**config.mk**
```make
export PLATFORM = sky130hd
export DESIGN_NAME = abs_multichannel_ctrl
export DESIGN_NICKNAME = d
export VERILOG_FILES = /design/src/rtl/abs_pkg.sv /design/src/rtl/abs_wheel_channel.sv /design/src/rtl/abs_multichannel_ctrl.sv
export SDC_FILE = /design/constraint.sdc
export NUM_CORES = 1
export LEC_CHECK = 0
export ABC_AREA = 1
export BUFFER_PORTS_ARGS = -buffer_cell sky130_fd_sc_hd__buf_2
export CORE_MARGIN = 2
export CORE_UTILIZATION = 55
export DETAILED_ROUTE_END_ITERATION = 6
export GPL_TIMING_DRIVEN = 0
export PLACE_DENSITY_LB_ADDON = 0.1
export SYNTH_ARGS = -nofsm -noshare
export SYNTH_HDL_FRONTEND = slang
export SYNTH_SLANG_ARGS = --single-unit
```
**constraint.sdc**
```tcl
create_clock -name clk -period 7.8 [get_ports clk]
set_input_delay 1.56 -clock clk [delete_from_list [all_inputs] [get_ports clk]]
set_output_delay 1.56 -clock clk [all_outputs]
set_load 0.1 [all_outputs]
```
**src/rtl/abs_pkg.sv**
```systemverilog
// Shared types for the multi-wheel ABS controller: channel state encoding,
// valve levels, steering direction codes and the state-to-valve decode.
package abs_pkg;

    typedef enum logic [1:0] {
        ST_NORMAL  = 2'b00,
        ST_HOLD    = 2'b01,
        ST_RELEASE = 2'b10,
        ST_REAPPLY = 2'b11
    } abs_state_t;

    localparam logic VALVE_OPEN   = 1'b1;
    localparam logic VALVE_CLOSED = 1'b0;

    localparam logic [1:0] DIR_STRAIGHT = 2'b00;
    localparam logic [1:0] DIR_LEFT     = 2'b01;
    localparam logic [1:0] DIR_RIGHT    = 2'b10;

    typedef struct packed {
        logic vrc1;
        logic vrc2;
        logic active;
    } ch_out_t;

    function automatic ch_out_t st_outs(input abs_state_t s);
        ch_out_t o;
        o.vrc1   = (s == ST_NORMAL || s == ST_REAPPLY) ? VALVE_OPEN : VALVE_CLOSED;
        o.vrc2   = (s == ST_RELEASE) ? VALVE_OPEN : VALVE_CLOSED;
        o.active = (s != ST_NORMAL);
        return o;
    endfunction

endpackage

```
**src/rtl/abs_wheel_channel.sv**
```systemverilog
// One wheel of the ABS controller: divider-free slip compare, flag register,
// timed NORMAL/HOLD/RELEASE/REAPPLY FSM and saturating ABS cycle counter.
module abs_wheel_channel
    import abs_pkg::*;
#(
    parameter int SPEED_W        = 8,
    parameter int SLIP_ENTER_PCT = 20,
    parameter int SLIP_EXIT_PCT  = 10,
    parameter int STEER_COMP_PCT = 5,
    parameter int HOLD_CYCLES    = 4,
    parameter int RELEASE_MAX    = 32,
    parameter int REAPPLY_CYCLES = 8,
    parameter int MAX_ABS_CYCLES = 8
) (
    input  logic               clk,
    input  logic               reset,
    input  logic [SPEED_W-1:0] i_wheel,
    input  logic [SPEED_W-1:0] i_vehicle,
    input  logic               i_inner,
    input  logic               i_armed,
    input  logic               i_brake,
    input  logic               i_fault,
    output logic               o_vrc1,
    output logic               o_vrc2,
    output logic               o_active,
    output logic               o_cyc_max
);

    localparam int PW   = SPEED_W + 7;
    localparam int TMAX = (RELEASE_MAX > HOLD_CYCLES) ?
                          ((RELEASE_MAX > REAPPLY_CYCLES) ? RELEASE_MAX : REAPPLY_CYCLES) :
                          ((HOLD_CYCLES > REAPPLY_CYCLES) ? HOLD_CYCLES : REAPPLY_CYCLES);
    localparam int TW   = $clog2(TMAX + 1);
    localparam int CW   = $clog2(MAX_ABS_CYCLES + 1);

    logic [SPEED_W-1:0] w_diff;
    logic [6:0]         w_enter_pct;
    logic [PW-1:0]      w_slip100;
    logic [PW-1:0]      w_enter_lim;
    logic [PW-1:0]      w_exit_lim;
    logic               w_below;
    logic               w_enter;
    logic               w_exit;

    logic               r_enter;
    logic               r_exit;
    abs_state_t         r_state;
    ch_out_t            r_out;
    logic [TW-1:0]      r_timer;
    logic [CW-1:0]      r_cyc_cnt;

    // slip% > P  <=>  (v - w) * 100 > P * v, evaluated only when w < v
    assign w_enter_pct = i_inner ? 7'(SLIP_ENTER_PCT + STEER_COMP_PCT) : 7'(SLIP_ENTER_PCT);
    assign w_diff      = i_vehicle - i_wheel;
    assign w_slip100   = PW'(w_diff) * PW'(100);
    assign w_enter_lim = PW'(i_vehicle) * PW'(w_enter_pct);
    assign w_exit_lim  = PW'(i_vehicle) * PW'(SLIP_EXIT_PCT);
    assign w_below     = (i_wheel < i_vehicle);
    assign w_enter     = w_below && (w_slip100 > w_enter_lim);
    assign w_exit      = !w_below || (w_slip100 < w_exit_lim);

    always_ff @(posedge clk) begin
        if (reset) begin
            r_enter   <= 1'b0;
            r_exit    <= 1'b0;
            r_state   <= ST_NORMAL;
            r_out     <= st_outs(ST_NORMAL);
            r_timer   <= '0;
            r_cyc_cnt <= '0;
        end else begin
            r_enter <= w_enter;
            r_exit  <= w_exit;
            if (!i_brake)
                r_cyc_cnt <= '0;
            // disarm and fault beat any timer expiry on the same edge
            if (!i_armed || i_fault) begin
                r_state <= ST_NORMAL;
                r_out   <= st_outs(ST_NORMAL);
            end else begin
                case (r_state)
                    ST_NORMAL: begin
                        if (r_enter) begin
                            r_state <= ST_HOLD;
                            r_out   <= st_outs(ST_HOLD);
                            r_timer <= TW'(HOLD_CYCLES - 1);
                        end
                    end
                    ST_HOLD: begin
                        if (r_timer == '0) begin
                            r_state <= ST_RELEASE;
                            r_out   <= st_outs(ST_RELEASE);
                            r_timer <= TW'(RELEASE_MAX - 1);
                        end else begin
                            r_timer <= r_timer - TW'(1);
                        end
                    end
                    ST_RELEASE: begin
                        if (r_exit || r_timer == '0) begin
                            r_state <= ST_REAPPLY;
                            r_out   <= st_outs(ST_REAPPLY);
                            r_timer <= TW'(REAPPLY_CYCLES - 1);
                        end else begin
                            r_timer <= r_timer - TW'(1);
                        end
                    end
                    ST_REAPPLY: begin
                        if (r_timer == '0) begin
                            if (r_cyc_cnt != CW'(MAX_ABS_CYCLES))
                                r_cyc_cnt <= r_cyc_cnt + CW'(1);
                            r_state <= r_enter ? ST_HOLD : ST_NORMAL;
                            r_out   <= st_outs(r_enter ? ST_HOLD : ST_NORMAL);
                            r_timer <= TW'(HOLD_CYCLES - 1);
                        end else begin
                            r_timer <= r_timer - TW'(1);
                        end
                    end
                    default: begin
                        r_state <= ST_NORMAL;
                        r_out   <= st_outs(ST_NORMAL);
                    end
                endcase
            end
        end
    end

    assign o_vrc1    = r_out.vrc1;
    assign o_vrc2    = r_out.vrc2;
    assign o_active  = r_out.active;
    assign o_cyc_max = (r_cyc_cnt == CW'(MAX_ABS_CYCLES));

endmodule

```
**src/rtl/abs_multichannel_ctrl.sv**
```systemverilog
// N-wheel ABS controller top: arming register, sticky fault, recovery pump OR.
// Optional feature macro ABS_STEER_COMP_EN raises the enter threshold of inner wheels.
module abs_multichannel_ctrl
    import abs_pkg::*;
#(
    parameter int N_WHEELS       = 4,
    parameter int SPEED_W        = 8,
    parameter int SLIP_ENTER_PCT = 20,
    parameter int SLIP_EXIT_PCT  = 10,
    parameter int MIN_SPEED      = 5,
    parameter int HOLD_CYCLES    = 4,
    parameter int RELEASE_MAX    = 32,
    parameter int REAPPLY_CYCLES = 8,
    parameter int MAX_ABS_CYCLES = 8,
    parameter int STEER_COMP_PCT = 5
) (
    input  logic                        clk,
    input  logic                        reset,
    input  logic [N_WHEELS*SPEED_W-1:0] wheel_speed,
    input  logic [SPEED_W-1:0]          vehicle_speed,
    input  logic [1:0]                  direction,
    input  logic                        brake_signal,
    input  logic                        engine_status,
    output logic [N_WHEELS-1:0]         Vrc1,
    output logic [N_WHEELS-1:0]         Vrc2,
    output logic                        recovery_pump,
    output logic [N_WHEELS-1:0]         abs_active,
    output logic                        fault
);

    logic                r_armed;
    logic                r_brake;
    logic                r_fault;
    logic [N_WHEELS-1:0] w_inner;
    logic [N_WHEELS-1:0] w_cyc_max;

    // armed and brake share the pipeline stage of the per-channel slip flags
    always_ff @(posedge clk) begin
        if (reset) begin
            r_armed <= 1'b0;
            r_brake <= 1'b0;
            r_fault <= 1'b0;
        end else begin
            r_armed <= brake_signal && engine_status && (vehicle_speed > SPEED_W'(MIN_SPEED));
            r_brake <= brake_signal;
            r_fault <= r_fault | (|w_cyc_max);
        end
    end

`ifndef ABS_STEER_COMP_EN
    logic [1:0] w_unused_dir;
    assign w_unused_dir = direction;
`endif

    for (genvar g = 0; g < N_WHEELS; g++) begin : g_ch
`ifdef ABS_STEER_COMP_EN
        assign w_inner[g] = (g % 2 == 0) ? (direction == DIR_LEFT) : (direction == DIR_RIGHT);
`else
        assign w_inner[g] = 1'b0;
`endif
        abs_wheel_channel #(
            .SPEED_W        (SPEED_W),
            .SLIP_ENTER_PCT (SLIP_ENTER_PCT),
            .SLIP_EXIT_PCT  (SLIP_EXIT_PCT),
            .STEER_COMP_PCT (STEER_COMP_PCT),
            .HOLD_CYCLES    (HOLD_CYCLES),
            .RELEASE_MAX    (RELEASE_MAX),
            .REAPPLY_CYCLES (REAPPLY_CYCLES),
            .MAX_ABS_CYCLES (MAX_ABS_CYCLES)
        ) u_ch (
            .clk       (clk),
            .reset     (reset),
            .i_wheel   (wheel_speed[g*SPEED_W +: SPEED_W]),
            .i_vehicle (vehicle_speed),
            .i_inner   (w_inner[g]),
            .i_armed   (r_armed),
            .i_brake   (r_brake),
            .i_fault   (r_fault),
            .o_vrc1    (Vrc1[g]),
            .o_vrc2    (Vrc2[g]),
            .o_active  (abs_active[g]),
            .o_cyc_max (w_cyc_max[g])
        );
    end

    assign recovery_pump = |Vrc2;
    assign fault         = r_fault;

endmodule

```
; Word level (Yosys, flattened, before mapping)
; Cells that the tools add are included.
[classes]
addsub = 12
mul = 6
div_mod_pow = 0
magnitude_cmp = 13
n_eq_ne = 44
shift = 0
mux = 92
bitwise_logic = 2
n_reduce_logical = 51
[ops]
columns = cell, n
row1 = $mux 6, 16
row2 = $pmux 6 s4, 4
row3 = $mux 4, 20
row4 = $lt 15x12->1, 4
row5 = $mul 8x5->13 const B, 4
row6 = $mux 3, 16
row7 = $pmux 3 s4, 4
row8 = $gt 15x15->1, 3
row9 = $eq 2x2->1 const B, 16
row10 = $lt 8x8->1, 4
row11 = $mux 2, 16
row12 = $ne 2x1->1 const B, 16
row13 = $pmux 2 s4, 4
row14 = $sub 8x8->8, 4
row15 = $logic_not 6->1, 4
row16 = $sub 6x1->6 const B, 4
row17 = $mul 8x3->11 const B, 2
row18 = $add 4x1->4 const B, 4
row19 = $eq 4x4->1 const B, 4
row20 = $logic_not 2->1, 8
row21 = $ne 4x4->1 const B, 4
row22 = $reduce_and 4->1, 4
row23 = $gt 15x13->1, 1
row24 = $logic_or 1x1->1, 13
row25 = other kinds (11), 41
[totals]
ff_bits = 71
latchBits = 0
ram_bits = 0
romBits = 0
input_bits = 46
output_inout_bits = 14
wordCells = 255
mem_count = 0

; Longest topological paths before layout
; Gate-level depths: netlist (run 1).
[depth]
depth_word = 6
depth_mapped = 30
ltp_nobuf = 29

; Modules after synthesis
; A second synthesis (run 1) with hierarchy kept.
[hier_totals]
hier_cells = 2234
area_unflattened_um2 = 15847.7
[modules_own_cells]
columns = module, instances, cells_per_inst, area_each_um2, seq_area_each_um2
row1 = abs_wheel_channel at g_ch[0].u_ch, 1, 553, 3950.0, 340.3
row2 = abs_wheel_channel at g_ch[1].u_ch, 1, 552, 3931.3, 340.3
row3 = abs_wheel_channel at g_ch[3].u_ch, 1, 554, 3910.0, 340.3
row4 = abs_wheel_channel at g_ch[2].u_ch, 1, 551, 3906.2, 340.3
row5 = abs_multichannel_ctrl, 1, 24, 150.1, 60.1

; Worst setup path before layout (run 1)
; No wires, ideal clock.
[synth_timing]
path_kind = input-to-reg
start = input port vehicle_speed[0]
end = register g_ch[2].u_ch.r_enter
setup_time_ns = 0.112
arrival_ns = 5.826
required_ns = 7.688
slack_ns = 1.862
cell_stages = 26
path_buffers = 1
cell_sequence = buf_2 > inv_1 > ha_1 > inv_1 > fa_1 > a21oi_1 > xnor2_1 > ha_1 > ha_1 > inv_1 > fa_1 > inv_1 > ha_1 > a21oi_1 > nand2_1 > nand2_1 > nand2_1 > xor2_1 > ha_1 > nand2_1 > inv_1 > o211ai_1 > a2111oi_0 > a21oi_1 > nor2_1 > nor2_1
[synth_via]
elab_chain_cells = 4
word_cells_on_any_way = 6
cone_classes = add/sub: 1 / mul: 2 / order compare: 2 / reduce/logical: 1
[synth_rtl]
columns = item, line
row1 = start: declaration, abs_multichannel_ctrl.sv:20  ; input logic [SPEED_W-1:0] vehicle_speed,
row2 = $sub 8x8->8, abs_wheel_channel.sv:54  ; assign w_diff = i_vehicle - i_wheel;
row3 = $mul 8x5->13, abs_wheel_channel.sv:55  ; assign w_slip100 = PW'(w_diff) * PW'(100);
row4 = $gt 15x15->1, abs_wheel_channel.sv:59  ; assign w_enter = w_below && (w_slip100 > w_enter_lim);
row5 = $logic_and 1x1->1 (*), abs_wheel_channel.sv:59
row6 = end signal: assignment, abs_wheel_channel.sv:71  ; r_enter <= w_enter;
row7 = end: declaration, abs_wheel_channel.sv:45  ; logic r_enter;
; Mark *: on every way between the ends. The rest lies on a longest branch, timed or not.
; A chain may end at the register's enable or synchronous reset.

; Final worst setup path (run 1)
; Ends and elaborated chain as after synthesis.

==> out/results.ini, run 1 <==
[run_status]
run_status = finished, final reports clean

[worst_setup_path]
timing.critical_path.from_type = input port
critPathMaxFanout = 12
worst-endpoint-required_ps = 8030
data_arrival_time_at_the_worst_slack_endpoint_ps = 6860
reg2reg_setup_slack_ps = 6020
setup.worst_path.class = input port to flip-flop
timing.rr.start = g_ch[1].u_ch.r_state[0]$_SDFFE_PP0P_
capture_point_of_the_worst_reg_to_reg_path = g_ch[1].u_ch.r_timer[3]$_SDFFE_PP0P_
r2r.worst_path.cells = 9
timing.critical_path.to_type = flip-flop

[power]
comb_power_share_pct = 77.5
p_leak_nw = 6.26
power_switching_mw = 1.90
power.switching_fraction_pct = 50.9
seqPwrFrac_pct = 10.6
cellInternalPower_mw = 1.84
pwr-share-clk_pct = 11.9
pwr_density_cell_mw_per_mm2 = 321
ir_worst_vdd_v = 0.000189

[floorplanning]
top_level_ports = 60
die-height_um = 144
die-area_mm2 = 0.0206
total_number_of_placement_rows = 51
fp.dieW_um = 144
starting_density_of_the_core_pct = 55.6
core_footprint_mm2 = 0.0193

[placement]
dp.final_hpwl_mm = 19.5
finalWeightedCongestion = 0.856
dpl.cell_count = 1819
portBuffers = 56

[clock_tree]
clock_insertion_delay_worst_skew_ps = 340
ctsResizeCount = 0
clock_tree.buffer_depth = 2
clkSinkCount = 71
postCtsSetupRepairBufs = 0
cts_tree = done
clk_pin_slew_ps = 60
cts_max_level = 3
cts_root_buffer = clkbuf_16
cts_hold_buf = 0
cts_buffer_count = 9

[routing]
routed_wl_mm = 23.5
drc_errors = 0
detail_route.vias_per_cell = 5.19
detail_route.first_pass.iterations = 5
detail_route.wl_per_cell_um = 12.8
drtIter0Drc = 372
final_antenna_net_count = 0
num_vias = 9532

[sta]
achievable-frequency_ghz = 0.151
headroom_to_the_max_slew_limit_pct = 4.46
rsz_0062_raised_after_global_routing = false
setup_viol = 0
post-route-period-util_pct = 85.0
tightest_slew_ps = 1420
drv_slew = 0
hold_viol_final = 0
fin_tns_setup_ps = 0
clock_skew_ps = 7.72
layout_min_cycle_time_ps = 6630

[synth]
yosysMostFrequentCell = nand2_1
yosys.area.top_type_share_pct = 31.3
postSynthAreaPerCell_um2 = 7.15
syn-cell-area_mm2 = 0.0107
synthArstFlopShare_pct = 0
synth_edf_count = 0
yosys-top-cells-area = ha_1 31%, dfxtp_1 13%, nand2_1 11%, inv_1 8.1%, a21oi_1 5.9%
synth_flop_cell = dfxtp_1
post_synth_inst_count = 1498
synth_cell_types = 56
synth_common_cells = 320 x nand2_1, 268 x ha_1, 232 x inv_1, 127 x a21oi_1, 71 x dfxtp_1
synth_top_area_cell = ha_1
synth.ff_latch_count = 71
yosys_warnings = 0
syn-num-nets = 1825
synth.yosys.seq_area_share_pct = 13.3

[grt]
grt_overflow = 0
grt_first_pass_wirelength_mm = 39.7
grt_pass1_vias = 8852
track_usage_pct = 23.5
antenna_found_initial = 1
pin_count_of_the_biggest_net_entering_global_routing = 13

[cells_and_area]
fin_cells = 1836
syn2layout_area_growth_pct = 8.75
layout-drive-gt1-share_pct = 9.75
layout.nets = 1892

[hold_path]
holdCritStartpoint = g_ch[3].u_ch.r_timer[4]$_SDFFE_PP0P_
min_path_cells = 2
hold_path_end = g_ch[3].u_ch.r_timer[4]$_SDFFE_PP0P_
hold_removal_path_class = flip-flop to flip-flop

[job]
max_cap_viol_count = 0

## cell usage in the layout, fill, tap and decap left out, types with 15 or more instances in the layout
master and count:
nand2_2 15, xor2_1 37, dfxtp_1 71, xnor2_1 30
o21ai_0 65, nand2_1 320, buf_2 60, inv_1 232
nor2_1 69, nor3_1 26, ha_1 268, nand4_1 21
a21oi_1 127, nand3_1 68
## registers in the layout, summed over array words and instances, names as in the netlist
register / count
g_ch.u_ch.r_timer: 24
g_ch.u_ch.r_cyc_cnt: 16
g_ch.u_ch.r_state: 8
g_ch.u_ch.o_active: 4
g_ch.u_ch.o_vrc1: 4
g_ch.u_ch.o_vrc2: 4
g_ch.u_ch.r_enter: 4
g_ch.u_ch.r_exit: 4
fault: 1
r_armed: 1
r_brake: 1
## per-layer routing
metal	vias up	part of all wire (%)	global-route usage (%)
met2	117	49	42.9
met1	4269	47	29.4
met3	21	2.7	2.57
met5	-	0	0
met4	0	1.6	5.68
li1	5125	-	-
## per-stage QoR
step                      setup WS (ps)  util [%]  power, mW  instance area (um2)  hold slack, ps
final                              1170      60.5       3.74                11700             466
after global routing                793      60.4       4.30                11600             493
after CTS                          1250      60.4       3.78                11600             468
after detailed placement            899      58.8       3.30                11300             459
after global placement              894      58.8       3.25                11300             452
after floorplan                    1860         -       2.74                10700             443
## final cells by class
cell class / instances / area [um2]
multi-input cells: 1165 / 8220
well taps: 265 / 332
inverters: 237 / 892
flip-flops and latches: 71 / 1420
repair buffers: 56 / 280
fillers: 1865 / 7620
plain buffers: 25 / 179
diodes: 1 / 2.50
clock buffers: 10 / 239
clock inverters: 6 / 83.8
## critical path, cell delays in order
cell and delay [ps]:
buf_2 150, buf_2 200, inv_1 350, ha_1 220, inv_1 50, fa_1 420
a21oi_1 210, xnor2_1 220, ha_1 300, ha_1 270, inv_1 50, fa_1 530
inv_1 40, ha_1 340, a21oi_1 160, nand2_1 120, nand2_1 80, nand2_1 50
xor2_1 150, ha_1 300, nand2_1 60, inv_1 90, o211ai_1 100, a2111oi_0 460
a21oi_1 100, nor2_1 220, nor2_1 60
## power by group through the flow
stage | combinational, mW | clock, mW | sequential (mW)
floorplan | 2.34 | 0 | 0.400
global placement | 2.85 | 0 | 0.404
detailed placement | 2.90 | 0 | 0.405
CTS | 2.93 | 0.455 | 0.397
global route | 3.44 | 0.468 | 0.399
finish | 2.90 | 0.444 | 0.397
## worst max-delay path by stage
stage | startpoint | endpoint | depth (start not counted)
after detailed placement | vehicle_speed[0] | g_ch[2].u_ch.r_enter$_SDFF_PP0_ | 27
final | vehicle_speed[0] | g_ch[2].u_ch.r_enter$_SDFF_PP0_ | 27
after CTS | vehicle_speed[0] | g_ch[2].u_ch.r_enter$_SDFF_PP0_ | 27
after global placement | vehicle_speed[0] | g_ch[2].u_ch.r_enter$_SDFF_PP0_ | 27
after global routing | vehicle_speed[0] | g_ch[2].u_ch.r_enter$_SDFF_PP0_ | 27
after floorplan | vehicle_speed[0] | g_ch[2].u_ch.r_enter$_SDFF_PP0_ | 26
## kinds of logic after synthesis
group | Yosys count | share of synthesized area [%]
AO/OA/AOI/OAI | 258 | 13.9
XOR/XNOR | 67 | 5.48
adder cells (fa/ha/maj) | 281 | 33.7
buffers and inverters | 262 | 10.0
flip-flops | 71 | 13.3
AND/OR/NAND/NOR | 559 | 23.7
Power figures use the tool's default switching activity.
==> inputs of run 2 (changes only) <==
- clock period: 7.8 -> 6.3 ns (I/O delays scaled with it)
==> run 2 against run 1 <==
Compared with the run above: die area stayed put; cell area is 0.21% higher; clock skew is 2.1 ps lower; global-route usage stayed put; largest power group unchanged.
==> out/results.ini, run 2 (synthesized netlist as in run 1, its figures left out) <==
[floorplanning]
top_level_ports = 60  ; unchanged
die-height_um = 144  ; unchanged
die-area_mm2 = 0.0206  ; unchanged
starting_density_of_the_core_pct = 55.6  ; unchanged
core_footprint_mm2 = 0.0193  ; unchanged
fp.dieW_um = 144  ; unchanged
total_number_of_placement_rows = 51  ; unchanged

[clock_tree]
cts_tree = done  ; unchanged
clock_insertion_delay_worst_skew_ps = 340  ; about the same
clk_pin_slew_ps = 60  ; about the same
ctsResizeCount = 0  ; unchanged
cts_hold_buf = 0  ; unchanged
clkSinkCount = 71  ; unchanged
cts_buffer_count = 9  ; unchanged
clock_tree.buffer_depth = 2  ; unchanged
postCtsSetupRepairBufs = 0  ; unchanged
cts_root_buffer = clkbuf_16  ; unchanged
cts_max_level = 3  ; unchanged

[worst_setup_path]
timing.critical_path.from_type = input port  ; unchanged
critPathMaxFanout = 12  ; unchanged
worst-endpoint-required_ps = 6530  ; was 8030 ps
timing.critical_path.to_type = flip-flop  ; unchanged
setup.worst_path.class = input port to flip-flop  ; unchanged
data_arrival_time_at_the_worst_slack_endpoint_ps = 6150  ; was 6860 ps

[placement]
dp.final_hpwl_mm = 19.5  ; unchanged
dpl.cell_count = 1819  ; unchanged
post-place-ws_ps = -301  ; was 899 ps
finalWeightedCongestion = 0.856  ; unchanged
portBuffers = 56  ; unchanged

[power]
ir_worst_vdd_v = 0.000234  ; was 0.000189 V
pwr_density_cell_mw_per_mm2 = 397  ; was 321 mW/mm2
p_leak_nw = 6.26  ; about the same
report.power.total_mw = 4.64  ; was 3.74 mW

[cells_and_area]
layout-drive-gt1-share_pct = 10.0  ; was 9.75%
syn2layout_area_growth_pct = 8.98  ; was 8.75%
fin_cells = 1836  ; unchanged
final_cell_mix = 320 x nand2_1, 268 x ha_1, 231 x inv_1  ; was 320 x nand2_1, 268 x ha_1, 232 x inv_1
layout.nets = 1892  ; unchanged
top_reg_by_flops = g_ch.u_ch.r_timer  ; unchanged
leading_registers_by_flop_count = g_ch.u_ch.r_timer: 24 flops, g_ch.u_ch.r_cyc_cnt: 16 flops, g_ch.u_ch.r_state: 8 flops  ; unchanged
fill_cells = 1865  ; unchanged
layout_commonest_cell = nand2_1  ; unchanged
largest_reg_flops = 24  ; unchanged

[sta]
clock_skew_ps = 5.63  ; was 7.72 ps
timing.final.ws_setup_ps = 377  ; was 1170 ps
post-route-period-util_pct = 94.0
drv_slew = 0  ; unchanged
layout_min_cycle_time_ps = 5920
setup_viol = 0  ; unchanged
achievable-frequency_ghz = 0.169
tightest_slew_ps = 1400  ; was 1420 ps
fin_tns_setup_ps = 0  ; unchanged
hold_viol_final = 0  ; unchanged
rsz_0062_raised_after_global_routing = false  ; unchanged
headroom_to_the_max_slew_limit_pct = 5.50  ; was 4.46%

[routing]
routed_wl_mm = 23.5  ; about the same
final_antenna_net_count = 0  ; unchanged
num_vias = 9530  ; was 9532
drc_errors = 0  ; unchanged
detail_route.vias_per_cell = 5.19  ; about the same
drtIter0Drc = 368  ; was 372
detail_route.first_pass.iterations = 5  ; unchanged
detail_route.wl_per_cell_um = 12.8  ; about the same

[grt]
met3_usage_pct = 2.57  ; unchanged
track_usage_pct = 23.5  ; unchanged
global_route.usage.met2_pct = 42.9  ; unchanged
grt_first_pass_wirelength_mm = 39.7  ; unchanged
grt_overflow = 0  ; unchanged
globalRouteMet1Util_pct = 29.4  ; unchanged
grt_pass1_vias = 8852  ; unchanged
pin_count_of_the_biggest_net_entering_global_routing = 13  ; unchanged
most_crowded_layer_after_global_routing = met2  ; unchanged
antenna_found_initial = 1  ; unchanged

[run_status]
run_status = finished, final reports clean  ; unchanged

[hold_path]
hold_removal_path_class = flip-flop to flip-flop  ; unchanged

[job]
max_cap_viol_count = 0  ; unchanged

[run 2: cell types whose count changed in the layout (fill, tap and decap cells not counted)]
| cell | before | now |
|---|---|---|
| inv_1 | 232 | 231 |
| xnor2_2 | 0 | 2 |
| xnor2_1 | 30 | 28 |
| a2111oi_0 | 1 | 0 |
| a2111oi_2 | 3 | 4 |
| clkinvlp_4 | 0 | 1 |
[run 2: cell type report]
class / count / area, um2 / share of cell area, %
multi-input cells: 1165 / 8240 / 70.6
flip-flops and latches: 71 / 1420 / 12.2
inverters: 237 / 896 / 7.67
well taps: 265 / 332 / 2.84
repair buffers: 56 / 280 / 2.40
clock buffers: 10 / 239 / 2.05
plain buffers: 25 / 179 / 1.53
clock inverters: 6 / 83.8 / 0.718
diodes: 1 / 2.50 / 0.0214
[run 2: path summary, 6_finish.rpt]
path,startpoint,to,slack [ps],cells past startpoint
worst max-delay path,vehicle_speed[0],g_ch[2].u_ch.r_enter$_SDFF_PP0_,380,27
worst min-delay path,g_ch[3].u_ch.r_timer[4]$_SDFFE_PP0P_,g_ch[3].u_ch.r_timer[4]$_SDFFE_PP0P_,470,2
worst max register to register,g_ch[1].u_ch.r_state[0]$_SDFFE_PP0P_,g_ch[1].u_ch.r_timer[3]$_SDFFE_PP0P_,4500,9
worst min register to register,g_ch[3].u_ch.r_timer[4]$_SDFFE_PP0P_,g_ch[3].u_ch.r_timer[4]$_SDFFE_PP0P_,470,2
[run 2: metal layers]
layer	vias up	part of all wire (%)	routed length [um]
met5	-	0	0
met4	0	1.6	385
met3	22	2.2	526
met2	109	49	11500
met1	4276	47	11100
li1	5123	-	-
[run 2: metrics by stage]
stage	utilization, %	cell area (um2)	hold slack (ps)
2_1_floorplan	-	10700	443
3_5_place_dp	58.8	11300	459
6_report	60.6	11700	466
5_1_grt	60.6	11700	493
4_1_cts	60.4	11600	468
3_3_place_gp	58.8	11300	452
[run 2: where the power goes]
group	internal, mW	switching, mW
Sequential	0.477	0.0146
Clock	0.356	0.193
Combinational	1.44	2.15
Total	2.28	2.36
[run 2: worst max-delay path: stages]
cell	delay, ps
buf_2	150
buf_2	210
clkinvlp_4	220
ha_1	180
inv_1	40
fa_1	420
a21oi_1	260
xnor2_2	180
ha_1	270
ha_1	270
inv_1	50
fa_1	530
inv_1	40
ha_1	340
a21oi_1	160
nand2_1	120
nand2_1	80
nand2_1	50
xor2_1	150
ha_1	300
nand2_1	60
inv_1	80
o211ai_1	110
a2111oi_2	260
a21oi_1	90
nor2_1	200
nor2_1	60
==> inputs of run 3 (changes only) <==
- RECOVER_POWER: default -> 25
==> run 3 against run 2 <==
Compared with the run above: register-to-register slack worse by 70 ps; sequential power hardly changed; first-iteration DRC count is 6.3% lower; critical endpoint unchanged; maximum frequency is 0.10% higher; setup slack better by 6.1 ps; non-clock buffer count stayed put; die area stayed put; largest power group unchanged; clock-buffer cell count stayed put; final cell count stayed put; power hardly changed.
==> out/results.ini, run 3 (synthesized netlist as in run 1, its figures left out) <==
[sta]
hold_viol_final = 0  ; unchanged
achievable-frequency_ghz = 0.169  ; about the same
tightest_slew_ps = 1410  ; was 1400 ps
setup_viol = 0  ; unchanged
fin_hold_ws_ps = 466  ; about the same
headroom_to_the_max_slew_limit_pct = 4.86  ; was 5.50%
clock_skew_ps = 6.82  ; was 5.63 ps
rsz_0062_raised_after_global_routing = false  ; unchanged
post-route-period-util_pct = 93.9  ; was 94.0%
timing.final.ws_setup_ps = 383  ; was 377 ps
layout_min_cycle_time_ps = 5920  ; about the same
drv_slew = 0  ; unchanged

[hold_path]
hold_removal_path_class = flip-flop to flip-flop  ; unchanged

[cells_and_area]
top_reg_by_flops = g_ch.u_ch.r_timer  ; unchanged
largest_reg_flops = 24  ; unchanged
syn2layout_area_growth_pct = 8.70  ; was 8.98%
layout.nets = 1892  ; unchanged
layout-drive-gt1-share_pct = 9.62  ; was 10.0%
layout_commonest_cell = nand2_1  ; unchanged
finish.utilization_pct = 60.4  ; was 60.6%
leading_registers_by_flop_count = g_ch.u_ch.r_timer: 24 flops, g_ch.u_ch.r_cyc_cnt: 16 flops, g_ch.u_ch.r_state: 8 flops  ; unchanged
final_cell_mix = 320 x nand2_1, 268 x ha_1, 231 x inv_1  ; unchanged

[grt]
grt_first_pass_wirelength_mm = 39.7  ; unchanged
pin_count_of_the_biggest_net_entering_global_routing = 13  ; unchanged
track_usage_pct = 23.5  ; unchanged
grt_overflow = 0  ; unchanged
grt_pass1_vias = 8852  ; unchanged
antenna_found_initial = 1  ; unchanged

[routing]
num_vias = 9505  ; was 9530
drtIter0Drc = 345  ; was 368
detail_route.first_pass.iterations = 5  ; unchanged
final_antenna_net_count = 0  ; unchanged
drc_errors = 0  ; unchanged
detail_route.wl_per_cell_um = 12.8  ; about the same
routed_wl_mm = 23.5  ; about the same
detail_route.vias_per_cell = 5.18  ; was 5.19

[worst_setup_path]
critPathMaxFanout = 12  ; unchanged
slowest_delay_ps = 530  ; about the same
worst_path_most_repeated_cell = ha_1  ; unchanged
setup.worst_path.class = input port to flip-flop  ; unchanged
worst_path_max_delay_cell = fa_1  ; unchanged
data_arrival_time_at_the_worst_slack_endpoint_ps = 6150  ; about the same
timing.critical_path.to_type = flip-flop  ; unchanged
worst-endpoint-required_ps = 6530  ; about the same
timing.critical_path.from_type = input port  ; unchanged

[clock_tree]
clock_insertion_delay_worst_skew_ps = 340  ; about the same
cts_root_buffer = clkbuf_16  ; unchanged
cts_max_level = 3  ; unchanged
cts_tree = done  ; unchanged
cts_buffer_count = 9  ; unchanged
clock_tree.buffer_depth = 2  ; unchanged
clk_pin_slew_ps = 60  ; about the same
clkSinkCount = 71  ; unchanged

[power]
report.power.total_mw = 4.64  ; about the same
pwr_density_cell_mw_per_mm2 = 398  ; was 397 mW/mm2
p_leak_nw = 6.25  ; was 6.26 nW
ir_worst_vdd_v = 0.000233  ; was 0.000234 V

[floorplanning]
starting_density_of_the_core_pct = 55.6  ; unchanged
core_footprint_mm2 = 0.0193  ; unchanged
fp.dieW_um = 144  ; unchanged
die-area_mm2 = 0.0206  ; unchanged
total_number_of_placement_rows = 51  ; unchanged
die-height_um = 144  ; unchanged
top_level_ports = 60  ; unchanged

[placement]
finalWeightedCongestion = 0.856  ; unchanged
dp.final_hpwl_mm = 19.5  ; unchanged
post-place-ws_ps = -301  ; unchanged
portBuffers = 56  ; unchanged

[job]
max_cap_viol_count = 0  ; unchanged

[run_status]
run_status = finished, final reports clean  ; unchanged

-- run 3: cell types whose count changed in the layout (fill, tap and decap cells not counted) --
cell	delta
a2111oi_0	+2
a2111oi_2	-2
buf_2	-2
buf_4	-1
clkbuf_1	+3
nor3_1	+1
nor3_4	-1
-- run 3: repair_timing --
action / in CTS / in global routing
buffers inserted: 0 / 0
endpoints found under the hold margin: 0 / 0
setup endpoints to repair: 0 / 5
hold buffers: 0 / 0
resized for setup: 0 / 5
-- run 3: cell type report --
| type | instances | area [um2] |
|---|---|---|
| Antenna cell | 1 | 2.50 |
| Buffer | 25 | 173 |
| Clock buffer | 10 | 239 |
| Clock inverter | 6 | 83.8 |
| Fill cell | 1872 | 7620 |
| Inverter | 237 | 896 |
| Multi-Input combinational cell | 1165 | 8220 |
| Sequential cell | 71 | 1420 |
| Tap cell | 265 | 332 |
| Timing Repair Buffer | 56 | 280 |
-- run 3: power by group --
part | total [mW] | switching, mW | internal [mW]
Clock | 0.551 | 0.195 | 0.356
Sequential | 0.492 | 0.0145 | 0.477
Combinational | 3.59 | 2.15 | 1.44
-- run 3: worst max-delay path, delay by kind of cell --
family	cells	cell delay, ps
xor gates and xnor gates	2	330
buffers and inverters	7	790
AOI/OAI and AO/OA	5	890
adders and majority gates	7	2310
and+or+nand+nor	6	570
-- run 3: final timing paths --
| check | start | endpoint | slack [ps] | cells past startpoint |
|---|---|---|---|---|
| worst max-delay path | vehicle_speed[0] | g_ch[2].u_ch.r_enter$_SDFF_PP0_ | 380 | 27 |
| worst min-delay path | g_ch[3].u_ch.r_timer[4]$_SDFFE_PP0P_ | g_ch[3].u_ch.r_timer[4]$_SDFFE_PP0P_ | 470 | 2 |
| worst max register to register | g_ch[3].u_ch.r_timer[0]$_SDFFE_PP0P_ | g_ch[3].u_ch.r_cyc_cnt[0]$_SDFF_PP0_ | 4430 | 7 |
| worst min register to register | g_ch[3].u_ch.r_timer[4]$_SDFFE_PP0P_ | g_ch[3].u_ch.r_timer[4]$_SDFFE_PP0P_ | 470 | 2 |
-- run 3: routing by layer --
metal  up-vias  track usage, %  part of all wire (%)
met5         -               0                     0
met4         0            5.68                   1.6
met3        22            2.57                   2.3
met2       110            42.9                    49
met1      4243            29.4                    47
li1       5130               -                     -
-- run 3: through the flow --
step / cell area (um2) / instances / TNS, ps
after floorplan: 10700 / 1498 / 0
after global placement: 11300 / 1819 / -433
after detailed placement: 11300 / 1819 / -468
after CTS: 11600 / 1835 / 0
after global routing: 11600 / 1835 / 0
final: 11600 / 1836 / 0
